File: src/rtl/ct_ebiuif_snoop_ctrl_if.sv
// ---------------------------------------------------------------------------
// ct_ebiuif_snoop_ctrl_if
// Bundles every handshake/bus signal of the EBIU-side snoop controller:
//   - AC channel  : EBIU -> controller snoop requests (valid/grant + fields)
//   - CR channel  : controller -> EBIU snoop response (valid/grant + resp)
//   - CD channel  : controller -> EBIU 128-bit data beats (valid/grant/last)
//   - snoop unit  : controller -> CIU snoop request, response pulse, data beats
//   - status      : sticky snoop timeout flag
// Modports:
//   slave  : the view used by ct_ebiuif_snoop_ctrl
//   master : the view used by the surrounding EBIU / snoop unit (or a bench)
// Parameter ADDRW defaults to `PA_WIDTH (40 when not supplied by the build).
// ---------------------------------------------------------------------------
`ifndef PA_WIDTH
`define PA_WIDTH 40
`endif

interface ct_ebiuif_snoop_ctrl_if #(
    parameter int ADDRW = `PA_WIDTH
);
    // AC channel
    logic             ebiu_ebiuif_acvalid;
    logic [ADDRW-1:0] ebiu_ebiuif_acaddr;
    logic [4:0]       ebiu_ebiuif_acid;
    logic [2:0]       ebiu_ebiuif_acprot;
    logic [3:0]       ebiu_ebiuif_acsnoop;
    logic             ebiu_snoop_channel_no_op;
    logic             ebiuif_ebiu_ac_grant;
    // CR channel
    logic             ebiuif_ebiu_crvalid;
    logic [4:0]       ebiuif_ebiu_crresp;
    logic             ebiu_ebiuif_cr_grant;
    // CD channel
    logic             ebiuif_ebiu_cdvalid;
    logic [127:0]     ebiuif_ebiu_cddata;
    logic             ebiuif_ebiu_cdlast;
    logic             ebiu_ebiuif_cd_grant;
    // Snoop unit side
    logic             ebiuif_snp_req_vld;
    logic [ADDRW-1:0] ebiuif_snp_req_addr;
    logic [4:0]       ebiuif_snp_req_id;
    logic [2:0]       ebiuif_snp_req_prot;
    logic [3:0]       ebiuif_snp_req_snoop;
    logic             snp_ebiuif_req_rdy;
    logic             snp_ebiuif_resp_vld;
    logic [4:0]       snp_ebiuif_resp;
    logic             snp_ebiuif_data_vld;
    logic [127:0]     snp_ebiuif_data;
    logic             ebiuif_snp_data_rdy;
    // Status
    logic             ebiuif_snp_timeout_err;

    modport slave (
        input  ebiu_ebiuif_acvalid, ebiu_ebiuif_acaddr, ebiu_ebiuif_acid,
               ebiu_ebiuif_acprot, ebiu_ebiuif_acsnoop, ebiu_snoop_channel_no_op,
               ebiu_ebiuif_cr_grant, ebiu_ebiuif_cd_grant,
               snp_ebiuif_req_rdy, snp_ebiuif_resp_vld, snp_ebiuif_resp,
               snp_ebiuif_data_vld, snp_ebiuif_data,
        output ebiuif_ebiu_ac_grant, ebiuif_ebiu_crvalid, ebiuif_ebiu_crresp,
               ebiuif_ebiu_cdvalid, ebiuif_ebiu_cddata, ebiuif_ebiu_cdlast,
               ebiuif_snp_req_vld, ebiuif_snp_req_addr, ebiuif_snp_req_id,
               ebiuif_snp_req_prot, ebiuif_snp_req_snoop, ebiuif_snp_data_rdy,
               ebiuif_snp_timeout_err
    );

    modport master (
        output ebiu_ebiuif_acvalid, ebiu_ebiuif_acaddr, ebiu_ebiuif_acid,
               ebiu_ebiuif_acprot, ebiu_ebiuif_acsnoop, ebiu_snoop_channel_no_op,
               ebiu_ebiuif_cr_grant, ebiu_ebiuif_cd_grant,
               snp_ebiuif_req_rdy, snp_ebiuif_resp_vld, snp_ebiuif_resp,
               snp_ebiuif_data_vld, snp_ebiuif_data,
        input  ebiuif_ebiu_ac_grant, ebiuif_ebiu_crvalid, ebiuif_ebiu_crresp,
               ebiuif_ebiu_cdvalid, ebiuif_ebiu_cddata, ebiuif_ebiu_cdlast,
               ebiuif_snp_req_vld, ebiuif_snp_req_addr, ebiuif_snp_req_id,
               ebiuif_snp_req_prot, ebiuif_snp_req_snoop, ebiuif_snp_data_rdy,
               ebiuif_snp_timeout_err
    );
endinterface

File: src/rtl/ct_ebiuif_snoop_ctrl.sv
// ---------------------------------------------------------------------------
// ct_ebiuif_snoop_ctrl
// CIU-side snoop controller behind the EBIU snoop channel. ACE snoop requests
// (AC) are buffered in a small FIFO and issued one at a time to the CIU snoop
// unit. The snoop response is returned on CR and, when DataTransfer is set,
// the 64-byte line is returned as four 128-bit CD beats.
// Ports:
//   forever_cpuclk : clock (single domain)
//   cpurst_b       : asynchronous active-low reset
//   bus            : ct_ebiuif_snoop_ctrl_if.slave (AC/CR/CD + snoop unit)
// Parameters:
//   DEPTH  : AC FIFO entries (power of two, 2..4)
//   ADDRW  : physical address width
//   TO_CNT : response timeout in cycles (only with the macro below)
// Optional feature macro: EBIUIF_SNP_TIMEOUT_EN
//   defined   -> WRSP timeout forces an Error response and sets a sticky flag
//   undefined -> WRSP waits indefinitely, timeout flag tied low
// ---------------------------------------------------------------------------
`ifndef PA_WIDTH
`define PA_WIDTH 40
`endif

module ct_ebiuif_snoop_ctrl #(
    parameter int DEPTH  = 2,
    parameter int ADDRW  = `PA_WIDTH,
    parameter int TO_CNT = 1024
) (
    input  logic                   forever_cpuclk,
    input  logic                   cpurst_b,
    ct_ebiuif_snoop_ctrl_if.slave  bus
);
    localparam int PW = (DEPTH > 1) ? $clog2(DEPTH) : 1;
    localparam int CW = PW + 1;
    localparam logic [CW-1:0] FULL_CNT = CW'(DEPTH);

    typedef enum logic [1:0] {IDLE, REQ, WRSP, XFER} state_t;

    state_t           r_state;
    state_t           w_nextState;

    logic [ADDRW-1:0] r_acAddr  [DEPTH];
    logic [4:0]       r_acId    [DEPTH];
    logic [2:0]       r_acProt  [DEPTH];
    logic [3:0]       r_acSnoop [DEPTH];
    logic [PW-1:0]    r_wrPtr;
    logic [PW-1:0]    r_rdPtr;
    logic [CW-1:0]    r_count;
    logic             r_grantEn;

    logic             r_crValid;
    logic [4:0]       r_crResp;
    logic             r_cdValid;
    logic [127:0]     r_cdData;
    logic             r_cdLast;
    logic [2:0]       r_beatsRecv;
    logic [2:0]       r_beatsSent;

    logic             w_full;
    logic             w_empty;
    logic             w_acGrant;
    logic             w_push;
    logic             w_pop;
    logic             w_reqVld;
    logic             w_timeout;
    logic             w_respTake;
    logic [4:0]       w_respCode;
    logic             w_beatRdy;
    logic             w_beatTake;
    logic             w_cdSend;
    logic             w_crDone;
    logic             w_cdDone;

    // Grant is held low while in reset and released one cycle afterwards.
    assign w_full    = (r_count == FULL_CNT);
    assign w_empty   = (r_count == '0);
    assign w_acGrant = r_grantEn & ~w_full & ~bus.ebiu_snoop_channel_no_op;
    assign w_push    = bus.ebiu_ebiuif_acvalid & w_acGrant;
    assign w_pop     = (r_state == REQ) & bus.snp_ebiuif_req_rdy;

    // Grant enable, FIFO pointers and occupancy.
    always_ff @(posedge forever_cpuclk or negedge cpurst_b) begin
        if (!cpurst_b) begin
            r_grantEn <= 1'b0;
            r_wrPtr   <= '0;
            r_rdPtr   <= '0;
            r_count   <= '0;
        end else begin
            r_grantEn <= 1'b1;
            if (w_push) r_wrPtr <= r_wrPtr + PW'(1);
            if (w_pop)  r_rdPtr <= r_rdPtr + PW'(1);
            case ({w_push, w_pop})
                2'b10:   r_count <= r_count + CW'(1);
                2'b01:   r_count <= r_count - CW'(1);
                default: r_count <= r_count;
            endcase
        end
    end

    // FIFO payload storage; contents are only meaningful under the pointers.
    always_ff @(posedge forever_cpuclk) begin
        if (w_push) begin
            r_acAddr[r_wrPtr]  <= bus.ebiu_ebiuif_acaddr;
            r_acId[r_wrPtr]    <= bus.ebiu_ebiuif_acid;
            r_acProt[r_wrPtr]  <= bus.ebiu_ebiuif_acprot;
            r_acSnoop[r_wrPtr] <= bus.ebiu_ebiuif_acsnoop;
        end
    end

`ifdef EBIUIF_SNP_TIMEOUT_EN
    localparam int TOW = (TO_CNT > 2) ? $clog2(TO_CNT) : 1;
    localparam logic [TOW-1:0] TO_LAST = TOW'(TO_CNT - 1);

    logic [TOW-1:0] r_toCnt;
    logic           r_timeoutErr;

    // Wait counter restarts every time WRSP is entered.
    always_ff @(posedge forever_cpuclk or negedge cpurst_b) begin
        if (!cpurst_b) begin
            r_toCnt <= '0;
        end else if (r_state != WRSP) begin
            r_toCnt <= '0;
        end else if (r_toCnt != TO_LAST) begin
            r_toCnt <= r_toCnt + TOW'(1);
        end
    end

    // A real response in the expiry cycle takes priority over the timeout.
    assign w_timeout = (r_state == WRSP) & (r_toCnt == TO_LAST) & ~bus.snp_ebiuif_resp_vld;

    // Sticky until reset.
    always_ff @(posedge forever_cpuclk or negedge cpurst_b) begin
        if (!cpurst_b) begin
            r_timeoutErr <= 1'b0;
        end else if (w_timeout) begin
            r_timeoutErr <= 1'b1;
        end
    end

    assign bus.ebiuif_snp_timeout_err = r_timeoutErr;
`else
    assign w_timeout                  = 1'b0;
    assign bus.ebiuif_snp_timeout_err = 1'b0;
`endif

    assign w_respTake = (r_state == WRSP) & (bus.snp_ebiuif_resp_vld | w_timeout);
    assign w_respCode = bus.snp_ebiuif_resp_vld ? bus.snp_ebiuif_resp : 5'b00010;

    // Holding register refills in the same cycle it drains, so a granted
    // stream sustains one beat per cycle.
    assign w_cdSend   = r_cdValid & bus.ebiu_ebiuif_cd_grant;
    assign w_beatRdy  = (r_state == XFER) & r_crResp[0] & (r_beatsRecv < 3'd4) &
                        (~r_cdValid | bus.ebiu_ebiuif_cd_grant);
    assign w_beatTake = w_beatRdy & bus.snp_ebiuif_data_vld;

    // Each leg is done either already or by a grant in this cycle.
    assign w_crDone = ~r_crValid | bus.ebiu_ebiuif_cr_grant;
    assign w_cdDone = ~r_crResp[0] | (r_beatsSent == 3'd4) |
                      ((r_beatsSent == 3'd3) & w_cdSend);

    // State register.
    always_ff @(posedge forever_cpuclk or negedge cpurst_b) begin
        if (!cpurst_b) begin
            r_state <= IDLE;
        end else begin
            r_state <= w_nextState;
        end
    end

    // Next-state and snoop request valid.
    always_comb begin
        w_nextState = r_state;
        w_reqVld    = 1'b0;
        case (r_state)
            IDLE: begin
                if (!w_empty) w_nextState = REQ;
            end
            REQ: begin
                w_reqVld = 1'b1;
                if (bus.snp_ebiuif_req_rdy) w_nextState = WRSP;
            end
            WRSP: begin
                if (w_respTake) w_nextState = XFER;
            end
            XFER: begin
                if (w_crDone && w_cdDone) w_nextState = IDLE;
            end
            default: w_nextState = IDLE;
        endcase
    end

    // CR register, CD holding register and beat counters.
    always_ff @(posedge forever_cpuclk or negedge cpurst_b) begin
        if (!cpurst_b) begin
            r_crValid   <= 1'b0;
            r_crResp    <= 5'b0;
            r_cdValid   <= 1'b0;
            r_cdData    <= 128'b0;
            r_cdLast    <= 1'b0;
            r_beatsRecv <= 3'd0;
            r_beatsSent <= 3'd0;
        end else begin
            if (w_respTake) begin
                r_crValid <= 1'b1;
                r_crResp  <= w_respCode;
            end else if (r_crValid && bus.ebiu_ebiuif_cr_grant) begin
                r_crValid <= 1'b0;
            end

            if (w_beatTake) begin
                r_cdValid <= 1'b1;
                r_cdData  <= bus.snp_ebiuif_data;
                r_cdLast  <= (r_beatsRecv == 3'd3);
            end else if (w_cdSend) begin
                r_cdValid <= 1'b0;
                r_cdLast  <= 1'b0;
            end

            if (w_respTake) begin
                r_beatsRecv <= 3'd0;
                r_beatsSent <= 3'd0;
            end else begin
                if (w_beatTake) r_beatsRecv <= r_beatsRecv + 3'd1;
                if (w_cdSend)   r_beatsSent <= r_beatsSent + 3'd1;
            end
        end
    end

    assign bus.ebiuif_ebiu_ac_grant = w_acGrant;
    assign bus.ebiuif_ebiu_crvalid  = r_crValid;
    assign bus.ebiuif_ebiu_crresp   = r_crResp;
    assign bus.ebiuif_ebiu_cdvalid  = r_cdValid;
    assign bus.ebiuif_ebiu_cddata   = r_cdData;
    assign bus.ebiuif_ebiu_cdlast   = r_cdLast;
    assign bus.ebiuif_snp_data_rdy  = w_beatRdy;

    // Request fields are zeroed whenever no request is being offered.
    assign bus.ebiuif_snp_req_vld   = w_reqVld;
    assign bus.ebiuif_snp_req_addr  = w_reqVld ? r_acAddr[r_rdPtr]  : '0;
    assign bus.ebiuif_snp_req_id    = w_reqVld ? r_acId[r_rdPtr]    : 5'b0;
    assign bus.ebiuif_snp_req_prot  = w_reqVld ? r_acProt[r_rdPtr]  : 3'b0;
    assign bus.ebiuif_snp_req_snoop = w_reqVld ? r_acSnoop[r_rdPtr] : 4'b0;

endmodule

File: src/flat_wrapper.sv
// flat-port wrapper written by rule: the top's interface ports become plain ports
module ct_ebiuif_snoop_ctrl_flat 
#(
    parameter int DEPTH  = 2,
    parameter int ADDRW  = `PA_WIDTH,
    parameter int TO_CNT = 1024
)
  (forever_cpuclk, cpurst_b, bus_ebiu_ebiuif_acvalid, bus_ebiu_ebiuif_acaddr, bus_ebiu_ebiuif_acid, bus_ebiu_ebiuif_acprot, bus_ebiu_ebiuif_acsnoop, bus_ebiu_snoop_channel_no_op, bus_ebiu_ebiuif_cr_grant, bus_ebiu_ebiuif_cd_grant, bus_snp_ebiuif_req_rdy, bus_snp_ebiuif_resp_vld, bus_snp_ebiuif_resp, bus_snp_ebiuif_data_vld, bus_snp_ebiuif_data, bus_ebiuif_ebiu_ac_grant, bus_ebiuif_ebiu_crvalid, bus_ebiuif_ebiu_crresp, bus_ebiuif_ebiu_cdvalid, bus_ebiuif_ebiu_cddata, bus_ebiuif_ebiu_cdlast, bus_ebiuif_snp_req_vld, bus_ebiuif_snp_req_addr, bus_ebiuif_snp_req_id, bus_ebiuif_snp_req_prot, bus_ebiuif_snp_req_snoop, bus_ebiuif_snp_data_rdy, bus_ebiuif_snp_timeout_err);
  ct_ebiuif_snoop_ctrl_if #(.ADDRW(ADDRW)) bus_i ();
  input  logic forever_cpuclk;
  input  logic cpurst_b;
  input wire logic [$bits(bus_i.ebiu_ebiuif_acvalid)-1:0] bus_ebiu_ebiuif_acvalid;
  input wire logic [$bits(bus_i.ebiu_ebiuif_acaddr)-1:0] bus_ebiu_ebiuif_acaddr;
  input wire logic [$bits(bus_i.ebiu_ebiuif_acid)-1:0] bus_ebiu_ebiuif_acid;
  input wire logic [$bits(bus_i.ebiu_ebiuif_acprot)-1:0] bus_ebiu_ebiuif_acprot;
  input wire logic [$bits(bus_i.ebiu_ebiuif_acsnoop)-1:0] bus_ebiu_ebiuif_acsnoop;
  input wire logic [$bits(bus_i.ebiu_snoop_channel_no_op)-1:0] bus_ebiu_snoop_channel_no_op;
  input wire logic [$bits(bus_i.ebiu_ebiuif_cr_grant)-1:0] bus_ebiu_ebiuif_cr_grant;
  input wire logic [$bits(bus_i.ebiu_ebiuif_cd_grant)-1:0] bus_ebiu_ebiuif_cd_grant;
  input wire logic [$bits(bus_i.snp_ebiuif_req_rdy)-1:0] bus_snp_ebiuif_req_rdy;
  input wire logic [$bits(bus_i.snp_ebiuif_resp_vld)-1:0] bus_snp_ebiuif_resp_vld;
  input wire logic [$bits(bus_i.snp_ebiuif_resp)-1:0] bus_snp_ebiuif_resp;
  input wire logic [$bits(bus_i.snp_ebiuif_data_vld)-1:0] bus_snp_ebiuif_data_vld;
  input wire logic [$bits(bus_i.snp_ebiuif_data)-1:0] bus_snp_ebiuif_data;
  output wire logic [$bits(bus_i.ebiuif_ebiu_ac_grant)-1:0] bus_ebiuif_ebiu_ac_grant;
  output wire logic [$bits(bus_i.ebiuif_ebiu_crvalid)-1:0] bus_ebiuif_ebiu_crvalid;
  output wire logic [$bits(bus_i.ebiuif_ebiu_crresp)-1:0] bus_ebiuif_ebiu_crresp;
  output wire logic [$bits(bus_i.ebiuif_ebiu_cdvalid)-1:0] bus_ebiuif_ebiu_cdvalid;
  output wire logic [$bits(bus_i.ebiuif_ebiu_cddata)-1:0] bus_ebiuif_ebiu_cddata;
  output wire logic [$bits(bus_i.ebiuif_ebiu_cdlast)-1:0] bus_ebiuif_ebiu_cdlast;
  output wire logic [$bits(bus_i.ebiuif_snp_req_vld)-1:0] bus_ebiuif_snp_req_vld;
  output wire logic [$bits(bus_i.ebiuif_snp_req_addr)-1:0] bus_ebiuif_snp_req_addr;
  output wire logic [$bits(bus_i.ebiuif_snp_req_id)-1:0] bus_ebiuif_snp_req_id;
  output wire logic [$bits(bus_i.ebiuif_snp_req_prot)-1:0] bus_ebiuif_snp_req_prot;
  output wire logic [$bits(bus_i.ebiuif_snp_req_snoop)-1:0] bus_ebiuif_snp_req_snoop;
  output wire logic [$bits(bus_i.ebiuif_snp_data_rdy)-1:0] bus_ebiuif_snp_data_rdy;
  output wire logic [$bits(bus_i.ebiuif_snp_timeout_err)-1:0] bus_ebiuif_snp_timeout_err;
  assign bus_i.ebiu_ebiuif_acvalid = bus_ebiu_ebiuif_acvalid;
  assign bus_i.ebiu_ebiuif_acaddr = bus_ebiu_ebiuif_acaddr;
  assign bus_i.ebiu_ebiuif_acid = bus_ebiu_ebiuif_acid;
  assign bus_i.ebiu_ebiuif_acprot = bus_ebiu_ebiuif_acprot;
  assign bus_i.ebiu_ebiuif_acsnoop = bus_ebiu_ebiuif_acsnoop;
  assign bus_i.ebiu_snoop_channel_no_op = bus_ebiu_snoop_channel_no_op;
  assign bus_i.ebiu_ebiuif_cr_grant = bus_ebiu_ebiuif_cr_grant;
  assign bus_i.ebiu_ebiuif_cd_grant = bus_ebiu_ebiuif_cd_grant;
  assign bus_i.snp_ebiuif_req_rdy = bus_snp_ebiuif_req_rdy;
  assign bus_i.snp_ebiuif_resp_vld = bus_snp_ebiuif_resp_vld;
  assign bus_i.snp_ebiuif_resp = bus_snp_ebiuif_resp;
  assign bus_i.snp_ebiuif_data_vld = bus_snp_ebiuif_data_vld;
  assign bus_i.snp_ebiuif_data = bus_snp_ebiuif_data;
  assign bus_ebiuif_ebiu_ac_grant = bus_i.ebiuif_ebiu_ac_grant;
  assign bus_ebiuif_ebiu_crvalid = bus_i.ebiuif_ebiu_crvalid;
  assign bus_ebiuif_ebiu_crresp = bus_i.ebiuif_ebiu_crresp;
  assign bus_ebiuif_ebiu_cdvalid = bus_i.ebiuif_ebiu_cdvalid;
  assign bus_ebiuif_ebiu_cddata = bus_i.ebiuif_ebiu_cddata;
  assign bus_ebiuif_ebiu_cdlast = bus_i.ebiuif_ebiu_cdlast;
  assign bus_ebiuif_snp_req_vld = bus_i.ebiuif_snp_req_vld;
  assign bus_ebiuif_snp_req_addr = bus_i.ebiuif_snp_req_addr;
  assign bus_ebiuif_snp_req_id = bus_i.ebiuif_snp_req_id;
  assign bus_ebiuif_snp_req_prot = bus_i.ebiuif_snp_req_prot;
  assign bus_ebiuif_snp_req_snoop = bus_i.ebiuif_snp_req_snoop;
  assign bus_ebiuif_snp_data_rdy = bus_i.ebiuif_snp_data_rdy;
  assign bus_ebiuif_snp_timeout_err = bus_i.ebiuif_snp_timeout_err;
  ct_ebiuif_snoop_ctrl #(.DEPTH(DEPTH), .ADDRW(ADDRW), .TO_CNT(TO_CNT)) u_core (.forever_cpuclk(forever_cpuclk), .cpurst_b(cpurst_b), .bus(bus_i));
endmodule
File: config.mk
export PLATFORM = sky130hd
export DESIGN_NAME = ct_ebiuif_snoop_ctrl_flat
export DESIGN_NICKNAME = d
export VERILOG_FILES = /design/src/rtl/ct_ebiuif_snoop_ctrl_if.sv /design/src/rtl/ct_ebiuif_snoop_ctrl.sv /design/src/flat_wrapper.sv
export SDC_FILE = /design/constraint.sdc
export NUM_CORES = 1
export LEC_CHECK = 0
export CAP_MARGIN = 40
export CORE_AREA = 4 4 147 149
export DETAILED_ROUTE_END_ITERATION = 16
export DIE_AREA = 0 0 151 153
export DONT_BUFFER_PORTS = 1
export GPL_ROUTABILITY_DRIVEN = 0
export PLACE_DENSITY = 0.71
export SETUP_SLACK_MARGIN = 0.05
export SYNTH_ARGS = -nofsm -noshare
export SYNTH_HDL_FRONTEND = slang
export SYNTH_SLANG_ARGS = --single-unit
File: constraint.sdc
create_clock -name forever_cpuclk -period 7.2 [get_ports forever_cpuclk]
set_clock_uncertainty 0.15 [all_clocks]
set_input_delay 2.16 -clock forever_cpuclk [delete_from_list [all_inputs] [get_ports forever_cpuclk]]
set_output_delay 2.16 -clock forever_cpuclk [all_outputs]
set_load 0.01 [all_outputs]
# Word level (Yosys, flattened, before mapping)
# Memories as Yosys holds them, arrays and structs flattened.
# Index checks and enable logic that the tools add are counted.
[word_totals] ff_bits=149 latchBits=0 mem_bits_rw=104 mem_bits_ro=0 inputBits=194 out_inout_bits=192 elab_cells=89 mem_count=4
[classes] n_addsub=6 n_mul=0 div_mod_pow=0 magnitude_cmp=1 n_eq_ne=13 shift=0 mux=23 n_bitwise=20 n_reduce_logical=10
[mem_list] memory="u_core.r_acAddr" words=2 word_bits=40 rd=1 rd_clocked_by_memory_dff=0 wr=1 line_no="ct_ebiuif_snoop_ctrl.sv:41" rtl="logic [ADDRW-1:0] r_acAddr [DEPTH];"
[mem_list] memory="u_core.r_acId" words=2 word_bits=5 rd=1 rd_clocked_by_memory_dff=0 wr=1 line_no="ct_ebiuif_snoop_ctrl.sv:42" rtl="logic [4:0] r_acId [DEPTH];"
[mem_list] memory="u_core.r_acSnoop" words=2 word_bits=4 rd=1 rd_clocked_by_memory_dff=0 wr=1 line_no="ct_ebiuif_snoop_ctrl.sv:44" rtl="logic [3:0] r_acSnoop [DEPTH];"
[mem_list] memory="u_core.r_acProt" words=2 word_bits=3 rd=1 rd_clocked_by_memory_dff=0 wr=1 line_no="ct_ebiuif_snoop_ctrl.sv:43" rtl="logic [2:0] r_acProt [DEPTH];"
[ops] operator="2-to-1 mux 40 bit" n=1
[ops] operator="2-to-1 mux 3 bit" n=5
[ops] operator="AND 1 bit" n=11
[ops] operator="2-to-1 mux 5 bit" n=2
[ops] operator="nonzero test 2 bit" n=5
[ops] operator="== test 2 bit (second input constant)" n=4
[ops] operator="2-to-1 mux 1 bit" n=8
[ops] operator="2-to-1 mux 2 bit" n=4
[ops] operator="case mux 2 bit (4 select lines)" n=1
[ops] operator="adder 3 x 1 -> 3 bit (second input constant)" n=2
[ops] operator="== test 3 x 2 -> 1 bit (second input constant)" n=2
[ops] operator="!= test 2 bit (second input constant)" n=3
[ops] operator="NOT 1 bit" n=5
[ops] operator="== test 2 x 1 -> 1 bit (second input constant)" n=2
[ops] operator="logical NOT 2 bit" n=2
[ops] operator="2-to-1 mux 4 bit" n=1
[ops] operator="bitwise OR 1 bit" n=4
[ops] operator="case mux 2 bit (2 select lines)" n=1
[ops] operator="AND reduction 4 bit" n=1
[ops] operator="== test 3 bit (second input constant)" n=1
[ops] operator="less-than comparator 3 bit (second input constant)" n=1
[ops] operator="adder 1 bit (second input constant)" n=2
[ops] operator="adder 2 x 1 -> 2 bit (second input constant)" n=1
[ops] operator="logical AND 1 bit" n=2
[ops] operator="2 further kinds" n=2

# Longest topological paths before layout
[logic_depth] depth_word=7 mapped_depth=8 ltp_nobuf=7

# Worst setup path after synthesis
# OpenSTA, ideal clock, no wires.
[synth_path] path_type="input-to-reg" startpoint="input port bus_ebiu_snoop_channel_no_op" endpoint="memory u_core.r_acAddr[0][0] in the netlist's numbering, enable pin" setup_ns=0.462 t_arrival_ns=4.970 required_ns=6.588 setup_slack_ns=1.618 cell_stages=3 path_buffers=0 cell_sequence="nor3b_1 -> nand2_1 -> nor2_1"
[synth_via] elab_chain_cells=5
[synth_rtl] item="start: declaration" line_no="flat_wrapper.sv:17" rtl="input wire logic [$bits(bus_i.ebiu_snoop_channel_no_op)-1:0] bus_ebiu_snoop_channel_no_op;"
[synth_rtl] item="NOT 1 bit" line_no="ct_ebiuif_snoop_ctrl.sv:76" rtl="assign w_acGrant = r_grantEn & ~w_full & ~bus.ebiu_snoop_channel_no_op;"
[synth_rtl] item="AND 1 bit" line_no="ct_ebiuif_snoop_ctrl.sv:76"
[synth_rtl] item="AND 1 bit" line_no="ct_ebiuif_snoop_ctrl.sv:77" rtl="assign w_push = bus.ebiu_ebiuif_acvalid & w_acGrant;"
[synth_rtl] item="2-to-1 mux 1 bit" line_no="ct_ebiuif_snoop_ctrl.sv:101" rtl="if (w_push) begin"
[synth_rtl] item="2-to-1 mux 1 bit (not written as such)" line_no="ct_ebiuif_snoop_ctrl.sv:102" rtl="r_acAddr[r_wrPtr] <= bus.ebiu_ebiuif_acaddr;"
[synth_rtl] item="end: declaration" line_no="ct_ebiuif_snoop_ctrl.sv:41"
# No other way between the ends.

# Final worst setup path
[layout_path] startpoint="input port bus_ebiu_snoop_channel_no_op" endpoint="output port bus_ebiuif_ebiu_ac_grant"
[layout_via] elab_chain_cells=2
[layout_rtl] item="NOT 1 bit" line_no="ct_ebiuif_snoop_ctrl.sv:76"
[layout_rtl] item="AND 1 bit" line_no="ct_ebiuif_snoop_ctrl.sv:76"
[layout_rtl] item="end: declaration" line_no="flat_wrapper.sv:25" rtl="output wire logic [$bits(bus_i.ebiuif_ebiu_ac_grant)-1:0] bus_ebiuif_ebiu_ac_grant;"
# No other way between the ends.

==> metrics.txt <==
Mapped Cells ~600; Worst-path clk slew approximately 0.060 ns; CTS tree done; most frequent cells in the layout dfrtp_1, edfxtp_1, mux2_2; Core Box Area about 20000 um^2; multiplexer area fraction after synthesis 0.222; largest net degree at the start of global routing 150; post-synthesis register bit count approximately 250; crit path time final approximately 4.9 ns; Mean Syn Cell Area 16.6 um^2; CP Max Fanout 3; Worst Setup Start Kind primary input; vias in the first global route roughly 5300; GRT Util Overall 0.176; Slew Viols, Final 0; fmax a little over 0.2 GHz; die height about 150 um; DR vias/cell 5.32; cts repair resizes 0; Synth Area in XOR/XNOR 0.00619; Post CTS Setup Buffer Count 0; PortBufs 0; Horiz. Die Dim roughly 150 um; top sig layer met4; top post-synthesis cells by area dfrtp_1, edfxtp_1, mux2_2, mux2_4, mux2i_1; antenna-violating nets left 0; Flop pwr share 0.515; share of the yosys chip area belonging to registers 0.691; syn_nets around 800; die area 23100 um^2; cell class contributing the biggest share of worst-path delay simple AND/OR/NAND/NOR gates; Worst Path Arrival roughly 2.6 ns; antenna violations before repair 4; Hold WS 0.337 ns; Final TNS setup 0 ns; Final setup viols 0; HPWL Detailed between 15000 and 20000 um; top cell type by total area after synthesis dfrtp_1; relative slew slack 0.419; Post-Route WL ~21000 um; Final Cycle Share 0.684; # hold bufs at CTS 0; Sw Share 0.318; num rows 52; Synth top area share 0.376; status completed; clock power share 0.276; worst hold-check path type reg -> reg; first-pass GRT wire length approximately 31000 um; largest family of logic cells by synthesized area multiplexers; Layout area overhead 11.4%; M1 wire length approximately 7100 um; 1st-pass router iterations 4; Psw ~1.6 mW; Yosys Warn Count 0; Post-Syn Area slightly below 10000 um^2; Unique masters post-synth 32; fin nets between 800 and 900; combinational power share 0.209; P per Cell Area ~440 nW/um^2; Skew-Pair Late Insertion Delay about 0.52 ns; crit-path cells nor3b_1; area share of and/or/nand/nor cells after synthesis 0.0393; WP buf/inv 0; root buf cell clkbuf_16; total clock sinks approximately 250; global route overflow 0; critical setup path kind in -> out; Int Power between 3 and 4 mW; commonest non-fill, non-tap cell in the layout dfrtp_1; Worst-Margin Slew approximately 0.87 ns; WP data required 4.89 ns; fraction of final layout cells sized beyond drive strength 1 0.292; # Max-Cap Violations 0; Starting Density 0.491; Post-Synth Adder-Cell Area 0.0139; P_leak approximately 4.8 nW; clk buf depth 3; vias after detailed routing roughly 4800; wire per inst between 20 and 25 um; I/O pin cnt between 300 and 400; total clock buffers created by CTS 26; met3 WL 3020 um; Crit. End Element primary output; Final Hold Vio Count 0; H-Tree Level Count 1; RSZ-0062 raised after global routing no; drt drc 0; Critical Path Max Stage Delay ~0.46 ns; worst vdd ir 238 uV; Compound-Gate Fraction of Synth Area 0.00568; CP max-delay cell nor3b_1; initial drt markers between 100 and 150; met2 wire len roughly 11000 um
routing by layer:
layer / global-route usage / up-vias
met3: 0.0959 / 18
met4: 0.0540 / 0
li1: - / 2108
met5: 0 / -
met2: 0.298 / 242
met1: 0.187 / 2393
synthesized netlist by cell type (all sizes together):
master    n
dfrtp   149
mux2    129
edfxtp  104
nor2     58
mux2i    54
nand2    20
buf      16
clkbuf   12
ha       11
inv      10
a21oi     4
xnor2     4
nand3     3
xor2      3
and2      2
conb      2
nor2b     2
nor3b     2
o21ai     2
a211o     1
a311oi    1
and3      1
nand2b    1
nand3b    1
nor3      1
o221ai    1
or2       1
or4b      1
through the flow:
step / instances / setup slack (ns) / utilization / instance area [um^2] / power [mW]
5_1_grt: 894 / 2.24 / 0.547 / 11000 / 5.16
4_1_cts: 890 / 2.26 / 0.547 / 11000 / 4.96
3_5_place_dp: 843 / 2.26 / 0.503 / 10100 / 3.60
3_3_place_gp: 842 / 2.27 / 0.502 / 10100 / 3.54
6_report: 895 / 2.27 / 0.548 / 11000 / 4.90
2_1_floorplan: 596 / 1.62 / - / 9910 / 3.30
sequential cells by signal (all words and copies together) (netlist names):
signal and count:
u_core.bus.ebiuif_ebiu_cddata 128, u_core.bus.ebiuif_ebiu_cdlast 1, u_core.bus.ebiuif_ebiu_cdvalid 1, u_core.bus.ebiuif_ebiu_crresp 5, u_core.bus.ebiuif_ebiu_crvalid 1, u_core.r_acAddr 80
u_core.r_acId 10, u_core.r_acProt 6, u_core.r_acSnoop 8, u_core.r_beatsRecv 3, u_core.r_beatsSent 3, u_core.r_count 2
u_core.r_grantEn 1, u_core.r_rdPtr 1, u_core.r_state 2, u_core.r_wrPtr 1
power by group through the flow:
stage	Sequential (mW)	Combinational, mW	Clock, mW
floorplan	2.36	0.940	0
global placement	2.55	0.991	0
detailed placement	2.55	1.05	0
CTS	2.54	1.04	1.38
global route	2.58	1.12	1.45
finish	2.53	1.03	1.35
logic make-up (layout without fill, tap and decap cells):
family                     after synthesis  after routing
and+or+nand+nor                         93             93
muxes                                  183            183
AOI/OAI and AO/OA                        9              9
xor gates and xnor gates                 7              7
DFF                                    253            253
buffers and inverters                   38             62
adders and majority gates               11             11
other                                    2              7
worst paths after layout:
check,to,startpoint,cells after the start,slack [ns]
setup / recovery,bus_ebiuif_ebiu_ac_grant,bus_ebiu_snoop_channel_no_op,1,2.27
setup reg to reg,u_core.bus.ebiuif_ebiu_cddata[45],u_core.r_state[1],5,4.45
min in group asynchronous,u_core.bus.ebiuif_ebiu_cddata[64],cpurst_b,0,1.18
hold reg to reg,u_core.r_count[1],u_core.r_count[1],1,0.34
hold / removal,u_core.r_count[1],u_core.r_count[1],1,0.34
max in group asynchronous,u_core.r_rdPtr,cpurst_b,0,5.48
layout make-up:
type                    instances  area [um^2]
fillers                      1590         9130
flip-flops and latches        253         6850
multi-input cells             305         2860
clock buffers                  34          757
well taps                     270          338
clock inverters                13          131
repair buffers                  5         50.0
inverters                      10         37.5
diodes                          5         12.5
(Power assumes the default switching activity.)
